--- src/rtl/note_player.sv ---
// note_player: plays one note at a time for the song sequencer.
// A note (pitch index + duration in beats) is captured, its phase step is
// fetched from frequency_rom, and sine_reader is driven at the codec's
// sample rate until the beat count runs out. Index 0 is a rest: samples are
// still requested so the codec keeps its cadence, but the audio is silent.

// frequency_rom: phase step per pitch index, registered output (1-cycle latency).
// Steps target a 22-bit phase accumulator at 48 kHz; index 49 is A4 (440 Hz).
// The top octave is tabulated and lower octaves are derived by shifting.
module frequency_rom (
    input  logic        clk,
    input  logic [5:0]  addr,
    output logic [19:0] dout
);

    function automatic logic [19:0] step_lookup(input logic [5:0] note);
        logic [5:0]  key;
        logic [5:0]  semi;
        logic [2:0]  octave;
        logic [19:0] base;
        key = note - 6'd1;
        if (key >= 6'd60) begin
            octave = 3'd5;
            semi   = key - 6'd60;
        end else if (key >= 6'd48) begin
            octave = 3'd4;
            semi   = key - 6'd48;
        end else if (key >= 6'd36) begin
            octave = 3'd3;
            semi   = key - 6'd36;
        end else if (key >= 6'd24) begin
            octave = 3'd2;
            semi   = key - 6'd24;
        end else if (key >= 6'd12) begin
            octave = 3'd1;
            semi   = key - 6'd12;
        end else begin
            octave = 3'd0;
            semi   = key;
        end
        case (semi)
            6'd0:    base = 20'd76896;
            6'd1:    base = 20'd81468;
            6'd2:    base = 20'd86312;
            6'd3:    base = 20'd91445;
            6'd4:    base = 20'd96882;
            6'd5:    base = 20'd102643;
            6'd6:    base = 20'd108747;
            6'd7:    base = 20'd115213;
            6'd8:    base = 20'd122064;
            6'd9:    base = 20'd129322;
            6'd10:   base = 20'd137012;
            6'd11:   base = 20'd145160;
            default: base = 20'd0;
        endcase
        if (note == 6'd0) begin
            step_lookup = 20'd0;
        end else begin
            step_lookup = base >> (3'd5 - octave);
        end
    endfunction

    // Registered table read.
    always_ff @(posedge clk) begin
        dout <= step_lookup(addr);
    end

endmodule

// sine_reader: phase accumulator plus 16-entry sine table.
// A request advances the phase; the sample for the advanced phase is
// presented with sample_ready exactly two cycles after the request.
module sine_reader (
    input  logic        clk,
    input  logic        reset,
    input  logic [19:0] step_size,
    input  logic        generate_next,
    output logic        sample_ready,
    output logic [15:0] sample
);

    logic [21:0] phase_r;
    logic        req_d1_r;
    logic        ready_r;
    logic [15:0] sample_r;

    function automatic logic [15:0] sine_lut(input logic [3:0] idx);
        case (idx)
            4'd0:    sine_lut = 16'h0000;
            4'd1:    sine_lut = 16'h30FB;
            4'd2:    sine_lut = 16'h5A82;
            4'd3:    sine_lut = 16'h7641;
            4'd4:    sine_lut = 16'h7FFF;
            4'd5:    sine_lut = 16'h7641;
            4'd6:    sine_lut = 16'h5A82;
            4'd7:    sine_lut = 16'h30FB;
            4'd8:    sine_lut = 16'h0000;
            4'd9:    sine_lut = 16'hCF05;
            4'd10:   sine_lut = 16'hA57E;
            4'd11:   sine_lut = 16'h89BF;
            4'd12:   sine_lut = 16'h8001;
            4'd13:   sine_lut = 16'h89BF;
            4'd14:   sine_lut = 16'hA57E;
            4'd15:   sine_lut = 16'hCF05;
            default: sine_lut = 16'h0000;
        endcase
    endfunction

    // Phase advance on request, then a two-stage pipeline to the sample output.
    always_ff @(posedge clk) begin
        if (reset) begin
            phase_r  <= 22'd0;
            req_d1_r <= 1'b0;
            ready_r  <= 1'b0;
            sample_r <= 16'd0;
        end else begin
            if (generate_next) begin
                phase_r <= phase_r + {2'b00, step_size};
            end else begin
                phase_r <= phase_r;
            end
            req_d1_r <= generate_next;
            ready_r  <= req_d1_r;
            if (req_d1_r) begin
                sample_r <= sine_lut(phase_r[21:18]);
            end else begin
                sample_r <= sample_r;
            end
        end
    end

    assign sample_ready = ready_r;
    assign sample       = sample_r;

endmodule

module note_player #(
    parameter int NOTE_WIDTH = 6,
    parameter int DUR_WIDTH  = 6,
    parameter int STEP_WIDTH = 20
) (
    input  logic                  clk,
    input  logic                  reset,
    input  logic                  play_enable,
    input  logic                  load_new_note,
    input  logic [NOTE_WIDTH-1:0] note_to_load,
    input  logic [DUR_WIDTH-1:0]  duration_to_load,
    input  logic                  beat,
    input  logic                  generate_next_sample,
    output logic                  done_with_note,
    output logic                  busy,
    output logic                  new_sample_ready,
    output logic [15:0]           sample_out
);

    typedef enum logic [1:0] {
        IDLE = 2'd0,
        LOAD = 2'd1,
        PLAY = 2'd2
    } state_t;

    localparam logic [DUR_WIDTH-1:0] DUR_ONE = DUR_WIDTH'(1);

    state_t                 state_r, state_s;
    logic [NOTE_WIDTH-1:0]  note_r, note_s;
    logic [DUR_WIDTH-1:0]   count_r, count_s;
    logic [STEP_WIDTH-1:0]  step_r, step_s;
    logic                   done_r, done_s;
    logic                   busy_r;

    logic [NOTE_WIDTH-1:0]  rom_addr_s;
    logic [STEP_WIDTH-1:0]  rom_dout_s;
    logic                   sine_reset_s;
    logic                   sine_gen_s;
    logic                   sine_ready_s;
    logic [15:0]            sine_sample_s;
    logic                   rest_s;

    // The ROM sees the incoming note on the load cycle so its registered
    // output is ready during LOAD; the phase restarts on every accepted load.
    assign rom_addr_s   = load_new_note ? note_to_load : note_r;
    assign sine_reset_s = reset | load_new_note;
    assign sine_gen_s   = (state_r == PLAY) & generate_next_sample & play_enable;
    assign rest_s       = (note_r == '0);

    frequency_rom u_rom (
        .clk  (clk),
        .addr (rom_addr_s),
        .dout (rom_dout_s)
    );

    sine_reader u_sine (
        .clk           (clk),
        .reset         (sine_reset_s),
        .step_size     (step_r),
        .generate_next (sine_gen_s),
        .sample_ready  (sine_ready_s),
        .sample        (sine_sample_s)
    );

    // Next-state logic: a load always wins, then LOAD/PLAY sequencing and beat counting.
    always_comb begin
        state_s = state_r;
        note_s  = note_r;
        count_s = count_r;
        step_s  = step_r;
        done_s  = 1'b0;
        if (load_new_note) begin
            state_s = LOAD;
            note_s  = note_to_load;
            count_s = duration_to_load;
        end else begin
            case (state_r)
                IDLE: begin
                    state_s = IDLE;
                end
                LOAD: begin
                    step_s = rom_dout_s;
                    if (count_r == '0) begin
                        state_s = IDLE;
                        done_s  = 1'b1;
                    end else begin
                        state_s = PLAY;
                    end
                end
                PLAY: begin
                    if (beat && play_enable) begin
                        if (count_r == DUR_ONE) begin
                            count_s = '0;
                            state_s = IDLE;
                            done_s  = 1'b1;
                        end else if (count_r != '0) begin
                            count_s = count_r - DUR_ONE;
                        end else begin
                            count_s = '0;
                        end
                    end else begin
                        count_s = count_r;
                    end
                end
                default: begin
                    state_s = IDLE;
                end
            endcase
        end
    end

    // State and note registers; busy and done are registered from next state.
    always_ff @(posedge clk) begin
        if (reset) begin
            state_r <= IDLE;
            note_r  <= '0;
            count_r <= '0;
            step_r  <= '0;
            done_r  <= 1'b0;
            busy_r  <= 1'b0;
        end else begin
            state_r <= state_s;
            note_r  <= note_s;
            count_r <= count_s;
            step_r  <= step_s;
            done_r  <= done_s;
            busy_r  <= (state_s != IDLE);
        end
    end

    // Sample forwarding: only while playing; rests and idle output silence.
    // In-flight samples still arrive during a pause because state stays PLAY.
    always_comb begin
        new_sample_ready = (state_r == PLAY) && sine_ready_s;
        if ((state_r == PLAY) && !rest_s) begin
            sample_out = sine_sample_s;
        end else begin
            sample_out = 16'd0;
        end
    end

    assign done_with_note = done_r;
    assign busy           = busy_r;

endmodule

--- config.mk ---
export PLATFORM = sky130hd
export DESIGN_NAME = note_player
export DESIGN_NICKNAME = d
export VERILOG_FILES = /design/src/rtl/note_player.sv
export SDC_FILE = /design/constraint.sdc
export NUM_CORES = 1
export LEC_CHECK = 0
export ABC_CLOCK_PERIOD_IN_PS = 6500
export CORE_AREA = 2 2 124 126
export DETAILED_ROUTE_END_ITERATION = 6
export DIE_AREA = 0 0 126 128
export PLACE_DENSITY_LB_ADDON = 0.1
export SYNTH_ARGS = -nofsm -noshare
export SYNTH_HDL_FRONTEND = slang
export SYNTH_SLANG_ARGS = --single-unit
export TNS_END_PERCENT = 50
--- constraint.sdc ---
create_clock -name clk -period 6.5 [get_ports clk]
set_input_delay 1.3 -clock clk [delete_from_list [all_inputs] [get_ports clk]]
set_output_delay 1.3 -clock clk [all_outputs]
set_load 0.02 [all_outputs]
Word level (Yosys, flattened, before mapping)
Memories as Yosys holds them, arrays and structs flattened. A register that Yosys moved wholly into a read port is not among the register bits.
Cells that the tools add are included.
Operators by class
  add/subtract/negate cells: 9
  reductions and logical operators: 15
  equality and inequality tests: 3
  $lt $le $gt $ge: 5
  bitwise operators: 4
  shift operators: 1
  mux-type cells: 27
Operators with widths (number)
  6-bit two-way mux: 11
  22-bit by 20-bit adder with 22-bit output: 1
  20-bit two-way mux: 1
  20-bit by 3-bit >> shifter with 20-bit output: 1
  6-bit >= comparator, second input constant: 3
  6-bit zero test: 3
  6-bit subtractor, second input constant: 3
  16-bit two-way mux: 1
  3-bit two-way mux: 4
  6-bit by 1-bit subtractor with 6-bit output, second input constant: 2
  2-bit two-way mux: 4
  6-bit by 1-bit equality test with 1-bit output, second input constant: 1
  6-bit by 4-bit >= comparator with 1-bit output, second input constant: 1
  6-bit by 5-bit >= comparator with 1-bit output, second input constant: 1
  2-bit nonzero test: 3
  6-bit nonzero test: 1
  6-bit by 4-bit subtractor with 6-bit output, second input constant: 1
  6-bit by 5-bit subtractor with 6-bit output, second input constant: 1
  1-bit two-way mux: 4
  2-bit case mux with 2 select lines: 1
  2-bit AND reduction: 2
  1-bit logical AND: 3
  3-bit subtractor, first input constant: 1
  1-bit AND: 2
  other kinds (8): 8
Storage, ports and cells
  output and inout port bits: 19
  input port bits: 18
  logic and storage cells: 76
  memories kept: 2
  flip-flop bits (word level): 80
  bits in read-only memories: 544
Memory list
  (name not given): words 16, bits a word 18, read ports 1, clocked after Yosys merged registers in 0, wr ports 0, line 41  | case (semi)
  (name not given): words 16, bits a word 16, read ports 1, clocked after Yosys merged registers in 1, wr ports 0, line 88  | case (idx)

Longest topological paths before layout
Gate-level depths: netlist of the first run.
  depth in word-level cells: 11
  mapped depth: 21
  depth with buffers taken out: 16

Modules after synthesis
A second synthesis of the first run with hierarchy kept.
Second synthesis, totals
  cell total of the unflattened synthesis: 853
  area, all modules: 6633.9 sq um
By module, submodules not included
  sine_reader: times used 1, seq. area each 700.7 sq um, cells an instance 328, area an instance 2631.3 sq um
  frequency_rom: times used 1, seq. area each 360.3 sq um, cells an instance 325, area an instance 2341.0 sq um
  note_player: times used 1, seq. area each 720.7 sq um, cells an instance 200, area an instance 1661.6 sq um

Least setup slack after synthesis of the first run
OpenSTA, ideal clock, no wires.
  path type: input-to-reg
  start: input load_new_note
  end: register u_rom.dout[2]
  arrival time: 6.261 ns
  library setup time: 0.086 ns
  path buffers: 5
  setup slack: 0.153 ns
  required time: 6.414 ns
  cell stages on the path: 21
  cell sequence: buf_2 -> buf_1 -> mux2i_1 -> ha_1 -> clkbuf_1 -> o21a_1 -> xnor2_1 -> inv_1 -> ha_1 -> and3_1 -> or3_1 -> clkbuf_1 -> nor2_1 -> o211ai_1 -> mux2_4 -> nand2_4 -> buf_6 -> a21o_4 -> o41ai_2 -> a221o_1 -> a221oi_2
On the way
  cells in the longest elaborated chain, start to end: 11
  elaborated cells between the ends (all ways): 28
  classes of those cells: 7 x add/sub; 5 x order compare; 1 x shift; 12 x mux; 2 x reduce/logical; 1 x memory
Ends and longest elaborated chain
  start, declared: line 145  | input logic load_new_note,
  6-bit two-way mux *
  6-bit by 1-bit subtractor with 6-bit output: line 21  | key = note - 6'd1;
  6-bit by 4-bit subtractor with 6-bit output / 6-bit by 4-bit >= comparator with 1-bit output (equally long branches): line 36, 34
  6-bit two-way mux: line 34  | end else if (key >= 6'd12) begin
  6-bit two-way mux: line 31  | end else if (key >= 6'd24) begin
  6-bit two-way mux: line 28  | end else if (key >= 6'd36) begin
  6-bit two-way mux: line 25  | end else if (key >= 6'd48) begin
  6-bit two-way mux: line 22  | if (key >= 6'd60) begin
  memory read 16 x 18 bit / 2-bit zero test (equally long branches)
  20-bit two-way mux: line 41
  20-bit by 3-bit >> shifter with 20-bit output: line 59  | step_lookup = base >> (3'd5 - octave);
  end signal, assigned: line 65  | dout <= step_lookup(addr);
  end, declared: line 13  | output logic [19:0] dout
Mark *: on every way between the ends. The rest lies on a longest branch, timed or not.
A chain may end at the register's enable or synchronous reset.

Final worst setup path of the first run
  start: input note_to_load[2]
  end: register u_rom.dout[0]
On the way
  cells in the longest elaborated chain, start to end: 11
  elaborated cells between the ends (all ways): 28
  classes of those cells: 7 x add/sub; 5 x order compare; 1 x shift; 12 x mux; 2 x reduce/logical; 1 x memory
Ends and longest elaborated chain
  start, declared: line 146  | input logic [NOTE_WIDTH-1:0] note_to_load,
  6-bit two-way mux *
  6-bit by 1-bit subtractor with 6-bit output: line 21
  6-bit by 4-bit subtractor with 6-bit output / 6-bit by 4-bit >= comparator with 1-bit output (equally long branches): line 36, 34
  6-bit two-way mux: line 34
  6-bit two-way mux: line 31
  6-bit two-way mux: line 28
  6-bit two-way mux: line 25
  6-bit two-way mux: line 22
  memory read 16 x 18 bit / 2-bit zero test (equally long branches)
  20-bit two-way mux: line 41
  20-bit by 3-bit >> shifter with 20-bit output: line 59
Marks and branches as above.

==> results.sh, run 1 <==
export IMPL_critPathKind="in -> reg"
export IMPL_die_h_um=128
export IMPL_first_pass_iters=5
export IMPL_overflow=0
export IMPL_drive_gt1_share_pct=7.298
export IMPL_dr_wl_met2_um=8843
export IMPL_antenna_found_initial=0
export IMPL_slew_violations=0
export IMPL_clk_latency_ns=0.34
export IMPL_cap_violations=0
export IMPL_layout_cells_most_common_list="nand2_1 (122), a21oi_1 (95), dfxtp_1 (87)"
export IMPL_root_buffer="clkbuf_16"
export IMPL_rsz0062_at_grt="false"
export IMPL_postSynthCellCount=858
export IMPL_drc=0
export IMPL_ys_seq_area_share_pct=26.83
export IMPL_met3WireLength_um=703
export IMPL_synthArstFlopShare_pct=0
export IMPL_p_sw_share_pct=38.22
export IMPL_tightest_slew_ns=1.067
export IMPL_pwr_share_comb_pct=41.1
export IMPL_ys_warn_count=0
export IMPL_synth_area_leader_cell="dfxtp_1"
export IMPL_worstPathMaxFanout=10
export IMPL_setup_tns_final_ns=0
export IMPL_gp_congestion=0.9485
export IMPL_final_common_cell="nand2_1"
export IMPL_fp_coreArea_um2=14860
export IMPL_crit_arrival_ns=6.34
export IMPL_outcome="finished clean"
export IMPL_diodes=0
export IMPL_pre_cts_slack_ns=0.05440
export IMPL_intPower_mw=1.175
export IMPL_synth_top_cell_area_share_pct=26.83
export IMPL_fillers=1506
export IMPL_ys_flop_type="dfxtp_1"
export IMPL_portBuffers=36
export IMPL_drt_initial_drc_count=490
export IMPL_cts_buffers=9
export IMPL_boundaryPins=37
export IMPL_synth_area_leaders="dfxtp_1 (27%), ha_1 (9.3%), a21oi_1 (7.3%)"
export IMPL_synth_nets=925
export IMPL_setup_worst_path_start_class="primary input"
export IMPL_skew_ns=0.01095
export IMPL_num_rows=45
export IMPL_top_layer="met4"
export IMPL_antenna_left=0
export IMPL_pwr_share_clk_pct=27.6
export IMPL_nets=940
export IMPL_p_leak_nw=2.841
export IMPL_fin_crit_sh_pct=94.11
export IMPL_hpwlAfterDp_um=13350
export IMPL_synthDistinctLibCells=83
export IMPL_synth_seq_cells=87
export IMPL_post_route_min_period_ns=6.117
export IMPL_seq_power_share_pct=31.3
export IMPL_cts_tree="built"
export IMPL_path_clk_slew_ns=0.06
export IMPL_hold_class="reg -> reg"
export IMPL_grt_pass1_wl_um=29830
export IMPL_die_w_um=126
export IMPL_htree_num_levels=3
export IMPL_hold_viol_final=0
export IMPL_setup_viol=0
export IMPL_p_total_mw=1.902
export IMPL_switchingPower_uw=726.9
export IMPL_via_count=6263
export IMPL_power_density_nw_per_um2=260.3
export IMPL_totalWireLength_um=18010
export IMPL_fin_ws_ns=0.3829
export IMPL_cts_hold_buf=0
export IMPL_end_kind="register"
export IMPL_grt_pass1_vias=6076
export IMPL_cts_setup_buffers=0
export IMPL_syn_area_per_cell_um2=7.566
export IMPL_drt_met1_wl_um=8021
export IMPL_start_util_pct=43.67
export IMPL_fmax_ghz=0.1635
export IMPL_syn_to_final_growth_pct=12.55
export IMPL_synth_edf_count=0
export IMPL_viasPerCell=5.881
export IMPL_grt_usage_pct=22.21
export IMPL_post_drt_wl_per_cell_um=16.91
export IMPL_die_area_um2=16130
export IMPL_max_vdd_ir_drop_mv=0.1563
export IMPL_cts_resized=0
export IMPL_syn_area_um2=6491
export IMPL_clock_sink_count=87
export IMPL_slew_headroom_pct=28.72
export IMPL_grt_max_degree=38
export IMPL_required_ns=6.72
export IMPL_cts_buffer_depth=2
[synthesized netlist by cell type, drive strengths merged (7+ instances only)]
master  instances
a211oi         17
a21o           10
a21oi          96
a221oi          8
and2            9
and3           17
buf            16
clkbuf         36
dfxtp          87
ha             48
inv            31
mux2            7
mux2i          16
nand2         123
nand2b          8
nand3          22
nand4           7
nor2           86
nor3           32
o211ai          7
o21ai          36
or3            11
xnor2          15
[kinds of logic (layout without fill, tap and decap cells)]
logic type      count (synthesis)  count (layout)  share of synthesized area, %
simple gates                  344             344                         24.61
compound gates                250             250                         25.73
flops                          87              87                         26.83
buf+inv                        84             103                         5.590
fa+ha+maj                      49              49                         9.561
mux                            23              23                         4.106
xor+xnor                       21              21                         3.566
[sequential cells by signal, summed over array words and instances, names as in the netlist]
name and count:
u_sine.phase_r 22, step_r 18, u_sine.sample_ready 1, count_r 6
busy 1, done_with_note 1, u_sine.req_d1_r 1, note_r 6
u_rom.dout 18, state_r 2, u_sine.sample 11
[critical path: stages]
cell and delay, ns:
clkdlybuf4s50_1 0.49, or3_1 0.43, nor3_1 0.20, mux2i_1 0.44, or2_0 0.46, inv_1 0.13, ha_1 0.26, o211ai_1 0.16
nand2_1 0.11, or4_4 0.55, mux2i_2 0.60, nor2_2 0.23, o41ai_2 0.51, a221oi_1 0.17, o311a_1 0.30
[power groups by stage]
stage	combinational, mW	sequential (mW)	clock [mW]
final	0.782	0.596	0.524
after global routing	0.843	0.600	0.556
after detailed placement	0.763	0.607	0
after CTS	0.767	0.596	0.536
after floorplan	0.563	0.601	0
after global placement	0.766	0.608	0
[worst paths after layout]
path                                 endpoint  slack [ns]  cells past startpoint       startpoint
worst min-delay path               step_r[14]        0.44                      2   u_rom.dout[14]
worst max-delay path            u_rom.dout[0]        0.38                     15  note_to_load[2]
worst max register to register  u_rom.dout[0]        1.10                     14        note_r[2]
worst min register to register     step_r[14]        0.44                      2   u_rom.dout[14]
[stage by stage]
| stage | area, um^2 | cells | hold slack (ns) | util [%] |
|---|---|---|---|---|
| floorplan | 6491 | 858 | 0.4174 | - |
| CTS | 7306 | 1065 | 0.4381 | 49.15 |
| global placement | 7007 | 1050 | 0.4256 | 47.14 |
| global route | 7306 | 1065 | 0.4445 | 49.15 |
| finish | 7306 | 1065 | 0.4361 | 49.15 |
| detailed placement | 7007 | 1050 | 0.4289 | 47.14 |
[metal layers]
| layer | vias up | track usage (%) |
|---|---|---|
| met5 | - | 0 |
| met4 | 0 | 9.308 |
| met3 | 34 | 2.379 |
| met2 | 169 | 39.37 |
| met1 | 2934 | 27.46 |
| li1 | 3126 | - |
[area by class of cell]
type	instances	area (um^2)	share of cell area, %
inverter	32	120.1	1.644
sequential	87	1742	23.84
tap	188	235.2	3.220
clock buffer	12	256.5	3.511
clock inverter	3	42.54	0.5823
timing repair buffer	56	523.0	7.159
multi-input combinational	687	4387	60.04
Power figures use the tool's default switching activity.
==> inputs of run 2 (changes only) <==
Settings changed: SETUP_SLACK_MARGIN set to 0.05.
==> run 2 against run 1 <==
- sequential power about the same
- worst setup slack improved by 0.087 ns
- count of clock-buffer cells in the layout unchanged
- final cell count unchanged
- wire length about the same
- combinational power increased by 0.6%
- sequential cell count unchanged
- critical path type unchanged
==> results.sh, run 2 (synthesis gave the netlist of run 1 again) <==
export IMPL_outcome="finished clean"
export IMPL_overflow=0
export IMPL_diodes=0
export IMPL_grt_use_met2_pct=39.37
export IMPL_root_buffer="clkbuf_16"
export IMPL_cts_hold_buf=0
export IMPL_fin_ws_ns=0.4697
export IMPL_utilization_pct=49.21
export IMPL_required_ns=6.72
export IMPL_hpwlAfterDp_um=13350
export IMPL_intPower_mw=1.177
export IMPL_htree_num_levels=3
export IMPL_grt_usage_pct=22.21
export IMPL_p_sw_share_pct=38.32
export IMPL_cts_buffer_depth=2
export IMPL_pwr_share_clk_pct=27.5
export IMPL_worstPathMaxFanout=10
export IMPL_clock_sink_count=87
export IMPL_max_vdd_ir_drop_mv=0.1591
export IMPL_switchingPower_uw=730.8
export IMPL_cts_resized=0
export IMPL_critPathLaunch="note_to_load[2]"
export IMPL_slew_headroom_pct=28.66
export IMPL_fp_coreArea_um2=14860
export IMPL_grt_met3_usage_pct=2.379
export IMPL_setup_worst_path_start_class="primary input"
export IMPL_path_clk_slew_ns=0.06
export IMPL_num_rows=45
export IMPL_via_count=6278
export IMPL_hold_viol_final=0
export IMPL_seq_power_share_pct=31.2
export IMPL_p_leak_nw=2.842
export IMPL_skew_ns=0.01082
export IMPL_portBuffers=36
export IMPL_tightest_slew_ns=1.068
export IMPL_nets=940
export IMPL_cap_violations=0
export IMPL_grt_busiest_layer="met2"
export IMPL_post_route_min_period_ns=6.030
export IMPL_grt_pass1_vias=6076
export IMPL_met1_usage_pct=27.46
export IMPL_grt_max_degree=38
export IMPL_rsz0062_at_grt="false"
export IMPL_critPathKind="in -> reg"
export IMPL_holdCritStartpoint="u_rom.dout[14]"
export IMPL_start_util_pct=43.67
export IMPL_setup_viol=0
export IMPL_antenna_left=0
export IMPL_clk_latency_ns=0.34
export IMPL_cts_tree="built"
export IMPL_layout_cells_most_common_list="nand2_1 (122), a21oi_1 (95), dfxtp_1 (87)"
export IMPL_boundaryPins=37
export IMPL_gp_congestion=0.9485
export IMPL_fin_crit_sh_pct=92.77
export IMPL_grt_pass1_wl_um=29830
export IMPL_end_kind="register"
export IMPL_die_w_um=126
export IMPL_crit_arrival_ns=6.25
export IMPL_antenna_found_initial=0
export IMPL_reg_top3="u_sine.phase_r (22), step_r (18), u_rom.dout (18)"
export IMPL_first_pass_iters=5
export IMPL_syn_to_final_growth_pct=12.68
export IMPL_drt_initial_drc_count=498
export IMPL_pwr_share_comb_pct=41.3
export IMPL_viasPerCell=5.895
export IMPL_crit_reg2reg_launch="note_r[2]"
export IMPL_slew_violations=0
export IMPL_drive_gt1_share_pct=7.298
export IMPL_setup_tns_final_ns=0
export IMPL_fmax_ghz=0.1658
export IMPL_post_drt_wl_per_cell_um=16.93
export IMPL_totalWireLength_um=18030
export IMPL_largest_reg_flops=22
export IMPL_pre_cts_slack_ns=0.05440
export IMPL_hold_class="reg -> reg"
export IMPL_drc=0
export IMPL_max_flop_register="u_sine.phase_r"
export IMPL_die_h_um=128
export IMPL_power_density_nw_per_um2=260.8
export IMPL_final_common_cell="nand2_1"
export IMPL_cts_setup_buffers=0
export IMPL_cts_buffers=9
export IMPL_die_area_um2=16130
-- run 2: layer usage --
layer	up-vias	share of wire (%)
met5	-	0
met4	0	2.7
met3	42	3.5
met2	161	49
met1	2944	45
li1	3131	-
-- run 2: path summary, 6_finish.rpt --
kind / endpoint / slack, ns / cells after the start
min reg2reg: step_r[14] / 0.44 / 2
max: u_rom.dout[12] / 0.47 / 16
min: step_r[14] / 0.44 / 2
max reg2reg: u_rom.dout[12] / 1.18 / 15
-- run 2: per-stage QoR --
step / hold WS, ns / area, um^2 / total power [mW] / instances
CTS: 0.4381 / 7306 / 1.899 / 1065
floorplan: 0.4174 / 6491 / 1.164 / 858
detailed placement: 0.4289 / 7007 / 1.370 / 1050
global placement: 0.4256 / 7007 / 1.374 / 1050
global route: 0.4445 / 7315 / 2.002 / 1065
finish: 0.4361 / 7315 / 1.907 / 1065
-- run 2: layout make-up --
class	instances	area, um^2
fillers	1504	7550
multi-input cells	687	4395
flip-flops and latches	87	1742
repair buffers	56	523.0
clock buffers	12	256.5
well taps	188	235.2
inverters	32	120.1
clock inverters	3	42.54
-- run 2: worst max-delay path, cell delays in order --
cell and delay, ns:
clkdlybuf4s50_1 0.49, or3_1 0.43, nor3_1 0.20, mux2i_1 0.44, or2_0 0.46, inv_1 0.13
ha_1 0.25, o211ai_1 0.16, nand2_1 0.11, or4_4 0.55, mux2i_4 0.30, nor2_2 0.38
nor2_1 0.17, a311oi_1 0.56, o21ai_0 0.16, o311a_1 0.15
-- run 2: power groups by stage --
stage / registers (mW) / logic (mW) / clock network [mW]
after global routing: 0.600 / 0.846 / 0.556
after floorplan: 0.601 / 0.563 / 0
after detailed placement: 0.607 / 0.763 / 0
after global placement: 0.608 / 0.766 / 0
after CTS: 0.596 / 0.767 / 0.536
final: 0.596 / 0.787 / 0.525
